[src/rtl/bcd_to_binary.sv]
// Four-digit BCD to 14-bit binary converter using shift-right / subtract-3.
// Digits above 9 skip the shift loop and report err with bin=0.
module bcd_to_binary (
    input  logic        clk,
    input  logic        reset,
    input  logic        start,
    input  logic [3:0]  bcd3,
    input  logic [3:0]  bcd2,
    input  logic [3:0]  bcd1,
    input  logic [3:0]  bcd0,
    output logic        ready,
    output logic        done_tick,
    output logic [13:0] bin,
    output logic        err
);
    typedef enum logic [1:0] {IDLE, OP, DONE} state_t;

    state_t      state_q, state_d;
    logic [15:0] bcd_q, bcd_d;
    logic [13:0] work_q, work_d;
    logic [3:0]  count_q, count_d;
    logic [13:0] bin_q, bin_d;
    logic        err_q, err_d;
    logic        done_q, done_d;

    logic [15:0] sh_bcd, adj_bcd;
    logic [13:0] sh_work;
    logic [3:0]  nib;
    logic        bad_digit;

    assign bad_digit = (bcd3 > 4'd9) || (bcd2 > 4'd9) || (bcd1 > 4'd9) || (bcd0 > 4'd9);

    // One right shift of {bcd, work}, then pull every nibble >= 8 back by 3.
    always_comb begin
        sh_work = {bcd_q[0], work_q[13:1]};
        sh_bcd  = {1'b0, bcd_q[15:1]};
        adj_bcd = sh_bcd;
        nib     = 4'd0;
        for (int i = 0; i < 4; i++) begin
            nib = sh_bcd[4*i +: 4];
            adj_bcd[4*i +: 4] = (nib >= 4'd8) ? nib - 4'd3 : nib;
        end
    end

    always_comb begin
        state_d = state_q;
        bcd_d   = bcd_q;
        work_d  = work_q;
        count_d = count_q;
        bin_d   = bin_q;
        err_d   = err_q;
        done_d  = (state_q == DONE);
        case (state_q)
            IDLE: begin
                if (start) begin
                    bcd_d   = {bcd3, bcd2, bcd1, bcd0};
                    work_d  = 14'd0;
                    count_d = 4'd14;
                    if (bad_digit) begin
                        state_d = DONE;
                        bin_d   = 14'd0;
                        err_d   = 1'b1;
                    end else begin
                        state_d = OP;
                    end
                end
            end
            OP: begin
                bcd_d   = adj_bcd;
                work_d  = sh_work;
                count_d = count_q - 4'd1;
                if (count_q == 4'd1) begin
                    state_d = DONE;
                    bin_d   = sh_work;
                    err_d   = 1'b0;
                end
            end
            DONE:    state_d = IDLE;
            default: state_d = IDLE;
        endcase
    end

    always_ff @(posedge clk or posedge reset) begin
        if (reset) begin
            state_q <= IDLE;
            bcd_q   <= 16'd0;
            work_q  <= 14'd0;
            count_q <= 4'd0;
            bin_q   <= 14'd0;
            err_q   <= 1'b0;
            done_q  <= 1'b0;
        end else begin
            state_q <= state_d;
            bcd_q   <= bcd_d;
            work_q  <= work_d;
            count_q <= count_d;
            bin_q   <= bin_d;
            err_q   <= err_d;
            done_q  <= done_d;
        end
    end

    assign ready     = (state_q == IDLE);
    assign done_tick = done_q;
    assign bin       = bin_q;
    assign err       = err_q;
endmodule

[config.mk]
export PLATFORM = sky130hd
export DESIGN_NAME = bcd_to_binary
export DESIGN_NICKNAME = d
export VERILOG_FILES = /design/src/rtl/bcd_to_binary.sv
export SDC_FILE = /design/constraint.sdc
export NUM_CORES = 1
export LEC_CHECK = 0
export CORE_MARGIN = 2
export CORE_UTILIZATION = 34
export DETAILED_ROUTE_END_ITERATION = 10
export PLACE_DENSITY = 0.54
export SYNTH_ARGS = -nofsm -noshare
export SYNTH_HDL_FRONTEND = slang
export SYNTH_SLANG_ARGS = --single-unit
[constraint.sdc]
create_clock -name clk -period 2.25 [get_ports clk]
set_clock_uncertainty 0.15 [all_clocks]
set_input_delay 0.45 -clock clk [delete_from_list [all_inputs] [get_ports clk]]
set_output_delay 0.45 -clock clk [all_outputs]
set_load 0.005 [all_outputs]
* Word-level counts from Yosys, hierarchy flattened
Index checks and enable logic that the tools add are counted.
** Operators by class
- Order comparisons :: 7
- Divide/modulo/power cells :: 0
- $mul :: 0
- Equal/unequal tests :: 6
- Shift operators :: 0
- Muxes and demuxes :: 21
- $add $sub $neg :: 4
- Bitwise gates (word level) :: 0
- Reductions and logical operators :: 8
** Operators with widths (count)
- two-way mux 14 bit :: 4
- case mux 14 bit (2 select lines) :: 2
- case mux 16 bit (2 select lines) :: 1
- greater-than comparator 4 bit, second input constant :: 4
- two-way mux 16 bit :: 1
- two-way mux 4 bit :: 4
- >= comparator 4 bit, second input constant :: 3
- subtractor 4 x 2 -> 4 bit, second input constant :: 3
- case mux 4 bit (2 select lines) :: 1
- two-way mux 2 bit :: 3
- == test 4 x 1 -> 1 bit, second input constant :: 1
- != test 2 bit, second input constant :: 2
- case mux 2 bit (2 select lines) :: 1
- AND reduction 2 bit :: 2
- AND reduction 4 bit :: 1
- subtractor 4 x 1 -> 4 bit, second input constant :: 1
- logical OR 1 bit :: 3
- two-way mux 1 bit :: 3
- == test 2 x 1 -> 1 bit, second input constant :: 1
- == test 2 bit, second input constant :: 1
- zero test 2 bit :: 1
- != test 2 x 1 -> 1 bit, second input constant :: 1
- case mux 1 bit (2 select lines) :: 1
- nonzero test 2 bit :: 1
** Word-level totals
- Logic and storage cells :: 53
- Latch bits :: 0
- Memory bits (writable) :: 0
- ROM bits :: 0
- Output and inout bits :: 17
- Register bits :: 52
- Memories kept :: 0

* Logic depth before layout (Yosys ltp)
Gate-level depths: netlist (run 1).
- Depth in word-level cells :: 7
- Mapped depth :: 6
- Gate-level depth less buffers :: 5

* Worst setup path before layout (run 1)
OpenSTA, ideal clock, no wires.
- Kind :: reg2reg
- From :: register count_q[1]
- To :: register bin_q[8] (netlist: bin[8])
- Path buffers :: 1
- Path slack :: 0.545 ns
- Clock period less this slack :: 1.705 ns
- Arrival time :: 1.420 ns
- Library setup time :: 0.136 ns
- Cell stages (with the launch flop) :: 7
- Cell sequence :: dfrtp_1 -> inv_1 -> ha_1 -> or3b_2 -> clkbuf_1 -> o21ai_0 -> o21ai_0
** Between the ends
- Longest elaborated chain between the ends :: 3
** Ends and longest elaborated chain
- start, declared :: line 21 : logic [3:0] count_q, count_d;
- start signal, assigned :: line 96 : count_q <= count_d;
- == test 4 x 1 -> 1 bit :: line 72 : if (count_q == 4'd1) begin
- != test 2 bit (no source line)
- AND reduction 4 bit (no source line)
- end signal, assigned :: line 97 : bin_q <= bin_d;
- end, declared :: line 22 : logic [13:0] bin_q, bin_d;
Every way passes these cells.
A chain may end at the register's enable or synchronous reset.

* Worst setup path in the final report (run 1)
- From :: register state_q[0]
- To :: output ready
** Between the ends
- Longest elaborated chain between the ends :: 1
** Ends and longest elaborated chain
- start, declared :: line 18 : state_t state_q, state_d;
- start signal, assigned :: line 93 : state_q <= state_d;
- zero test 2 bit :: line 103 : assign ready = (state_q == IDLE);
- end, declared :: line 11 : output logic ready,
Every way passes these cells.

==> flow_summary.ini, run 1 <==
[floorplanning]
floorplan.rows = 30
design.portCount = 36
core_box_area_um2 = 6830
die_area_um2 = 7800
die-height_um = 88.3
die-width_um = 88.3
initial_core_util = 0.354

[logic_synthesis]
mappedNetlistArea_um2 = 2420
synth.area.top_cells = dfrtp_1 53%, o21ai_0 7.5%, a22o_1 4.7%, ha_1 4.1%, nand3_1 3.1%
synth.top_cell.area_share = 0.528
synth-edff-count = 0
synth.yosys.seq_area_share = 0.528
yosysWarnings = 0
postSynth.asyncResetShare = 1.00
synth-seq-cells = 51
yosys-top-cells-count = 51 x dfrtp_1, 36 x o21ai_0, 15 x nand3_1
synthesis.instances = 231
post_synth_num_cell_types = 37
mappedNetlistNets = 258
yosys_most_used_dff = dfrtp_1
yosys.area.top_type = dfrtp_1
synth_most_common_cell = dfrtp_1
synth_area_per_cell_um2 = 10.5

[power]
power_density_nw_per_um2 = 943
p_leak_nw = 1.31
max-vdd-ir-drop_uv = 338
power_frac_seq = 0.453
power_switching_uw = 929
p_sw_frac = 0.319
power_frac_comb = 0.291
clock_network_fraction_of_design_power = 0.255
power_report.internal_total_mw = 1.98

[sta]
timing_max_transition_violations_final = 0
tightest_slew_margin_relative_to_the_limit = 0.711
report.final.setup_viol = 0
setup-tns-final_ns = 0
min_period_ns = 2.12
share_of_the_clock_period_used_by_the_worst_path = 0.940
rsz_0062_raised_after_global_routing = no
maxClockFrequency_mhz = 473
max_slew.worst_pin.slew_ns = 0.434
finalHoldViolCount = 0

[clock_tree]
htreeDepth = 2
cts_hold_buffers = 0
cts.repair.resized = 0
cts_sinks = 51
clock_latency_ns = 0.30
cts_inserted_buffers = 5
path_clk_slew_ns = 0.09
cts_tree = yes
post-cts-setup-buffer-count = 0
cts_max_path_buffers = 2
cts_root_buf = clkbuf_8

[worst_hold_path]
holdCritPathClass = flip-flop to flip-flop

[setup_path]
timing.rr.end = bcd_q[7]
crit_path_start = state_q[0]
worst-path-stages = 2
ff2ff_setup_slack_ns = 0.39
r2r-start = state_q[0]
worstPathCellList = nor2_1 -> clkdlybuf4s50_1
worst_ep_required_time_ns = 1.65
critical_path_arrival_ns = 1.52
path_delay_family = flip-flops
worst_setup_path_end_kind = output pin
crit_path_max_incr_delay_ns = 0.52
critical_path.max_fanout = 11
critical_path_class = flip-flop to output pin
reg2reg_depth = 4
crit_path_start_kind = flip-flop
cp.buffers_inverters = 1
max_stage_delay_cell_worst_path = dfrtp_1
critPathCapture = ready

[drt]
first_pass_iters = 5
route.vias.total = 1858
initialDrtViolationCount = 86
finalWirelength_mm = 5.57
route.detailed.drc = 0
drt.antenna.violating_nets = 0
drt-vias-per-instance = 5.04
routed_wire_length_per_instance_um = 15.1

[placed_design]
portBuffers = 35
hpwlAfterDp_mm = 3.79
place_congestion = 0.751

[cells_and_area]
register_area_um2 = 1280
area_of_combinational_cells_with_multiple_inputs_um2 = 1030
fraction_of_final_layout_cells_with_drive_strength_greater_than_1 = 0.110
flow.area_growth_from_synthesis_pct = 27.8
diodes = 0
final_nets = 299
utilization = 0.452
nFillCells = 691

[global_route]
grt_pass1_vias = 1881
grt_pass1_wl_mm = 9.45
grtUsageTotal = 0.156
global_route.overflow_total = 0
antenna_found_initial = 0
grt_max_degree = 52

[status]
outcome = complete, no violations

[run]
maxCapViolCount = 0
-- final cells by class --
type / count / area share
clock buffer: 6 / 0.0235
clock inverter: 2 / 0.0194
multi-input combinational: 154 / 0.333
tap: 96 / 0.0389
inverter: 9 / 0.0109
timing repair buffer: 51 / 0.160
sequential: 51 / 0.413
-- how the worst min path moves through the flow --
stage	start	to	depth (start not counted)
after floorplan	bcd_q[15]	bcd_q[15]	1
after global placement	err	err	1
after detailed placement	err	err	1
after CTS	err	err	1
after global routing	err	err	1
final	err	err	1
-- logic make-up after synthesis --
family / count (synthesis) / synth area share
and+or+nand+nor: 50 / 0.114
buffers and inverters: 26 / 0.0466
AOI/OAI and AO/OA: 86 / 0.231
xor gates and xnor gates: 6 / 0.0218
adders and majority gates: 8 / 0.0414
muxes: 4 / 0.0166
DFF: 51 / 0.528
-- placed cells by master, fill, tap and decap left out, types with 2 or more instances in the layout --
cell type	n
a22o_1	13
clkbuf_8	5
nor2_1	6
buf_4	14
nor2b_1	4
nand2_1	9
o21ai_1	5
a32oi_1	3
a21o_1	2
and3_1	2
a21oi_1	9
buf_12	2
xnor2_1	6
o22a_1	6
a31oi_1	4
dfrtp_1	51
nand3_1	15
bufinv_16	2
nand2b_1	2
ha_1	8
clkdlybuf4s50_1	35
mux2i_1	4
inv_1	8
nor3b_1	6
o21ai_0	36
-- worst reg2reg max path, cell delays in order (launching register included) --
cell and delay, ns:
dfrtp_1 0.57, buf_4 0.27, o21ba_2 0.44, a31oi_1 0.14, o21ai_0 0.21
-- routing by layer --
layer	routed length, µm	global-route usage
met5	0	0
met1	2800	0.224
met3	293	0.0354
met2	2430	0.241
met4	48	0.0372
-- state kept, by name (all words and copies together), names as in the netlist --
signal,cells
bcd_q,16
bin,14
work_q,13
count_q,4
state_q,2
done_tick,1
err,1
-- stage by stage --
stage	area, µm²	setup WS (ns)	power (mW)	hold slack [ns]	std cells
after floorplan	2420	0.420	1.90	0.316	231
after global placement	2960	0.131	2.16	0.316	361
after detailed placement	2960	0.112	2.19	0.324	361
after CTS	3090	0.107	2.95	0.351	369
after global routing	3090	0.0333	3.13	0.370	369
final	3090	0.134	2.91	0.345	369
-- power by group through the flow --
stage / Clock [mW] / Combinational (mW) / Sequential (mW)
after detailed placement: 0 / 0.854 / 1.34
final: 0.744 / 0.848 / 1.32
after floorplan: 0 / 0.635 / 1.27
after global placement: 0 / 0.832 / 1.33
after global routing: 0.804 / 0.966 / 1.36
after CTS: 0.770 / 0.859 / 1.32
Power figures use the tool's default switching activity.
==> run 2, diff against run 1 <==
--- a/config.mk
+++ b/config.mk
@@ -5,8 +5,10 @@
 export SDC_FILE = /design/constraint.sdc
 export NUM_CORES = 1
 export LEC_CHECK = 0
+export CAP_MARGIN = 0
 export CORE_MARGIN = 2
 export CORE_UTILIZATION = 34
+export CTS_BUF_LIST = sky130_fd_sc_hd__clkbuf_4
 export DETAILED_ROUTE_END_ITERATION = 10
 export PLACE_DENSITY = 0.54
 export SYNTH_ARGS = -nofsm -noshare
==> flow_summary.ini, run 2 (synthesized netlist as in run 1, its figures left out) <==
[status]
outcome = complete, no violations

[clock_tree]
cts_tree = yes
cts_hold_buffers = 0
clock_latency_ns = 0.37
cts_inserted_buffers = 5
cts_max_path_buffers = 2
cts_root_buf = clkbuf_4
path_clk_slew_ns = 0.15
htreeDepth = 2
cts_sinks = 51

[placed_design]
hpwlAfterDp_mm = 3.79
portBuffers = 35
dp_worst_setup_slack_ns = 0.112
place_congestion = 0.751

[sta]
timing_max_transition_violations_final = 0
tightest_slew_margin_relative_to_the_limit = 0.711
max_slew.worst_pin.slew_ns = 0.434
rsz_0062_raised_after_global_routing = no
share_of_the_clock_period_used_by_the_worst_path = 0.950
setup_ws_ns = 0.112
setup-tns-final_ns = 0
finalHoldViolCount = 0
report.final.setup_viol = 0
min_period_ns = 2.14
maxClockFrequency_mhz = 468

[setup_path]
ff2ff_setup_slack_ns = 0.46
critical_path_class = flip-flop to output pin
worst_setup_path_end_kind = output pin
worst_ep_required_time_ns = 1.65
critical_path.max_fanout = 11
critical_path_arrival_ns = 1.54
crit_path_start_kind = flip-flop

[drt]
initialDrtViolationCount = 104
routed_wire_length_per_instance_um = 15.2
finalWirelength_mm = 5.61
drt.antenna.violating_nets = 0
drt-vias-per-instance = 4.98
route.vias.total = 1838
first_pass_iters = 4
route.detailed.drc = 0

[power]
power_density_nw_per_um2 = 920
p_leak_nw = 1.30
max-vdd-ir-drop_uv = 296

[floorplanning]
core_box_area_um2 = 6830
die-height_um = 88.3
floorplan.rows = 30
die_area_um2 = 7800
die-width_um = 88.3
design.portCount = 36
initial_core_util = 0.354

[run]
maxCapViolCount = 0

[global_route]
antenna_found_initial = 0
grt_pass1_vias = 1871
grt_pass1_wl_mm = 9.45
global_route.overflow_total = 0
grtUsageTotal = 0.156
grt_max_degree = 52

[cells_and_area]
nFillCells = 701
diodes = 0
fraction_of_final_layout_cells_with_drive_strength_greater_than_1 = 0.121
most-common-layout-cells = 49 x dfrtp_1, 36 x o21ai_0, 35 x clkdlybuf4s50_1
final_nets = 299
layout.cells.most_common = dfrtp_1
flow.area_growth_from_synthesis_pct = 26.8
max_flop_register = bcd_q
largest_register_ff_count = 16

[worst_hold_path]
holdCritPathClass = input pin to asynchronous set/reset pin
==> run 2: report_power, final <==
part	switching (mW)	internal, mW
logic	0.408	0.438
registers	0.221	1.10
clock network	0.292	0.359
==> run 2: worst paths after layout <==
path | start | end | cells after the start
min in group clk | err | err | 1
worst min-delay path | reset | bcd_q[10] | 3
worst min register to register | err | err | 1
max in group asynchronous | reset | bin[9] | 3
worst max register to register | count_q[1] | bin[10] | 5
worst max-delay path | state_q[0] | ready | 2
==> run 2: critical path, stage by stage (launching register included) <==
cell,delay [ns]
dfrtp_2,0.52
nor2_1,0.15
clkdlybuf4s50_1,0.52
==> run 2: layout make-up <==
type,instances,area (µm²),share of cell area
flip-flops and latches,51,1280,0.417
repair buffers,51,495,0.162
well taps,96,120,0.0392
multi-input cells,154,1030,0.336
clock inverters,2,60.1,0.0196
inverters,9,33.8,0.0110
clock buffers,6,45.0,0.0147
==> run 2: per-stage QoR <==
step                hold slack [ns]   util  power, mW  cells  area (µm²)
floorplan                     0.316      -       1.90    231        2420
global placement              0.316  0.433       2.16    361        2960
detailed placement            0.324  0.433       2.19    361        2960
CTS                           0.271  0.448       2.85    369        3060
global route                  0.278  0.448       3.03    369        3060
finish                        0.268  0.448       2.82    369        3060
==> run 2: per-layer routing <==
layer  wire (µm)  global-route usage  up-vias
li1            -                   -      910
met1        2890               0.228      886
met2        2400               0.234       37
met3         273              0.0382        5
met4          52              0.0372        0
met5           0                   0        -
==> run 2: timing repair <==
action / CTS / global route
setup endpoints to repair: 0 / 1
endpoints found under the hold margin: 0 / 0
buffers inserted: 0 / 0
resized for setup: 0 / 2
==> run 3, diff against run 2 <==
--- a/config.mk
+++ b/config.mk
@@ -10,7 +10,9 @@
 export CORE_UTILIZATION = 34
 export CTS_BUF_LIST = sky130_fd_sc_hd__clkbuf_4
 export DETAILED_ROUTE_END_ITERATION = 10
+export GPL_TIMING_DRIVEN = 0
 export PLACE_DENSITY = 0.54
+export SLEW_MARGIN = 20
 export SYNTH_ARGS = -nofsm -noshare
 export SYNTH_HDL_FRONTEND = slang
 export SYNTH_SLANG_ARGS = --single-unit
==> flow_summary.ini, run 3 (synthesized netlist as in run 1, its figures left out) <==
[status]
outcome = complete, no violations

[sta]
timing_max_transition_violations_final = 0
report.final.setup_viol = 0
finalHoldViolCount = 0
tightest_slew_margin_relative_to_the_limit = 0.570
maxClockFrequency_mhz = 463
rsz_0062_raised_after_global_routing = no
share_of_the_clock_period_used_by_the_worst_path = 0.959
max_slew.worst_pin.slew_ns = 0.645
min_period_ns = 2.16

[setup_path]
critical_path.max_fanout = 10
critPathCapture = ready
timing.rr.end = bin[5]
critical_path_arrival_ns = 1.56
worst_ep_required_time_ns = 1.65
worst_setup_path_end_kind = output pin
crit_path_start_kind = flip-flop
critical_path_class = flip-flop to output pin
r2r-start = count_q[1]
reg2reg_depth = 6
crit_path_start = state_q[0]
ff2ff_setup_slack_ns = 0.29

[global_route]
grtUsageMet2 = 0.245
grt_max_degree = 52
grt_use_met3 = 0.0271
grt_pass1_vias = 1930
antenna_found_initial = 0
global_route.overflow_total = 0
grt_pass1_wl_mm = 9.36
grt.busiest_layer = met2
met1_usage = 0.223
grtUsageTotal = 0.155

[drt]
first_pass_iters = 4
drt.antenna.violating_nets = 0
initialDrtViolationCount = 98
route.detailed.drc = 0
finalWirelength_mm = 5.71
routed_wire_length_per_instance_um = 15.3
route.vias.total = 1871
drt-vias-per-instance = 5.02

[power]
power_switching_uw = 931
power_frac_seq = 0.504
p_leak_nw = 1.26
power_report.internal_total_mw = 1.66
power_frac_comb = 0.334
clock_network_fraction_of_design_power = 0.162
p_sw_frac = 0.359
max-vdd-ir-drop_uv = 339
fin_total_pwr_mw = 2.60
power_density_nw_per_um2 = 868

[cells_and_area]
layout.cells.most_common = dfrtp_1
fraction_of_final_layout_cells_with_drive_strength_greater_than_1 = 0.0903
final_nets = 303
diodes = 0
most-common-layout-cells = 51 x dfrtp_1, 36 x o21ai_0, 35 x clkdlybuf4s50_1
finish.instance_area_um2 = 2990
largest_register_ff_count = 16
max_flop_register = bcd_q
flow.area_growth_from_synthesis_pct = 23.7

[floorplanning]
die-width_um = 88.3
die_area_um2 = 7800
initial_core_util = 0.354
core_box_area_um2 = 6830
design.portCount = 36
floorplan.rows = 30
die-height_um = 88.3

[worst_hold_path]
holdCritPathClass = input pin to asynchronous set/reset pin

[placed_design]
portBuffers = 35
detailed_place.area_um2 = 2890
place_congestion = 0.751
hpwlAfterDp_mm = 3.89

[clock_tree]
cts_root_buf = clkbuf_4
cts_inserted_buffers = 5
path_clk_slew_ns = 0.14
cts_max_path_buffers = 2
clock_latency_ns = 0.36
htreeDepth = 2
cts_hold_buffers = 0
cts_sinks = 51
cts_tree = yes

[run]
maxCapViolCount = 0
## run 3: changes by cell type in the layout (fill, tap and decap cells not counted), sizes merged
cell	previous run	this run
buf	16	11
bufinv	2	0
clkinvlp	0	1
clkinv	0	1
clkbuf	6	15
## run 3: power groups by stage
stage / combinational [mW] / sequential (mW) / clock [mW]
global placement: 0.823 / 1.32 / 0
CTS: 0.870 / 1.31 / 0.447
finish: 0.866 / 1.31 / 0.422
global route: 1.00 / 1.34 / 0.476
detailed placement: 0.837 / 1.33 / 0
floorplan: 0.635 / 1.27 / 0
## run 3: repair_timing
action | CTS | global route
endpoints found under the setup margin | 1 | 1
gates resized for setup | 4 | 2
cloned | 0 | 0
pin swaps | 1 | 0
setup buffers | 2 | 1
## run 3: area by class of cell
class	count	area (µm²)
Clock buffer	6	45.0
Fill cell	725	3840
Sequential cell	51	1280
Multi-Input combinational cell	154	1030
Clock inverter	2	12.5
Tap cell	96	120
Buffer	17	91.3
Inverter	9	36.3
Timing Repair Buffer	38	373
## run 3: critical path, stage by stage, from the launching register on
cell and delay (ns):
dfrtp_1 0.42, buf_6 0.15, nor2_4 0.12, clkdlybuf4s50_1 0.51
## run 3: per-layer routing
metal  routed length (µm)  share of wire
met4                   61          0.011
met1                 2910           0.51
met3                  219          0.038
met2                 2520           0.44
met5                    0              0
## run 3: worst min-delay path by stage
| stage | cells past startpoint | endpoint | startpoint |
|---|---|---|---|
| final | 2 | bcd_q[10] | reset |
| after global routing | 1 | err | err |
| after CTS | 1 | err | err |
| after detailed placement | 1 | err | err |
| after global placement | 1 | err | err |
| after floorplan | 1 | bcd_q[15] | bcd_q[15] |
## run 3: per-stage QoR
step | utilization | instances | worst slack (ns) | hold WS [ns] | setup TNS (ns)
6_report | 0.438 | 373 | 0.0918 | 0.354 | 0
5_1_grt | 0.438 | 373 | 0.0253 | 0.390 | 0
4_1_cts | 0.435 | 372 | 0.0261 | 0.367 | 0
3_5_place_dp | 0.423 | 362 | -0.194 | 0.329 | -1.98
3_3_place_gp | 0.423 | 362 | -0.661 | 0.321 | -35.42
2_1_floorplan | - | 231 | 0.420 | 0.316 | 0
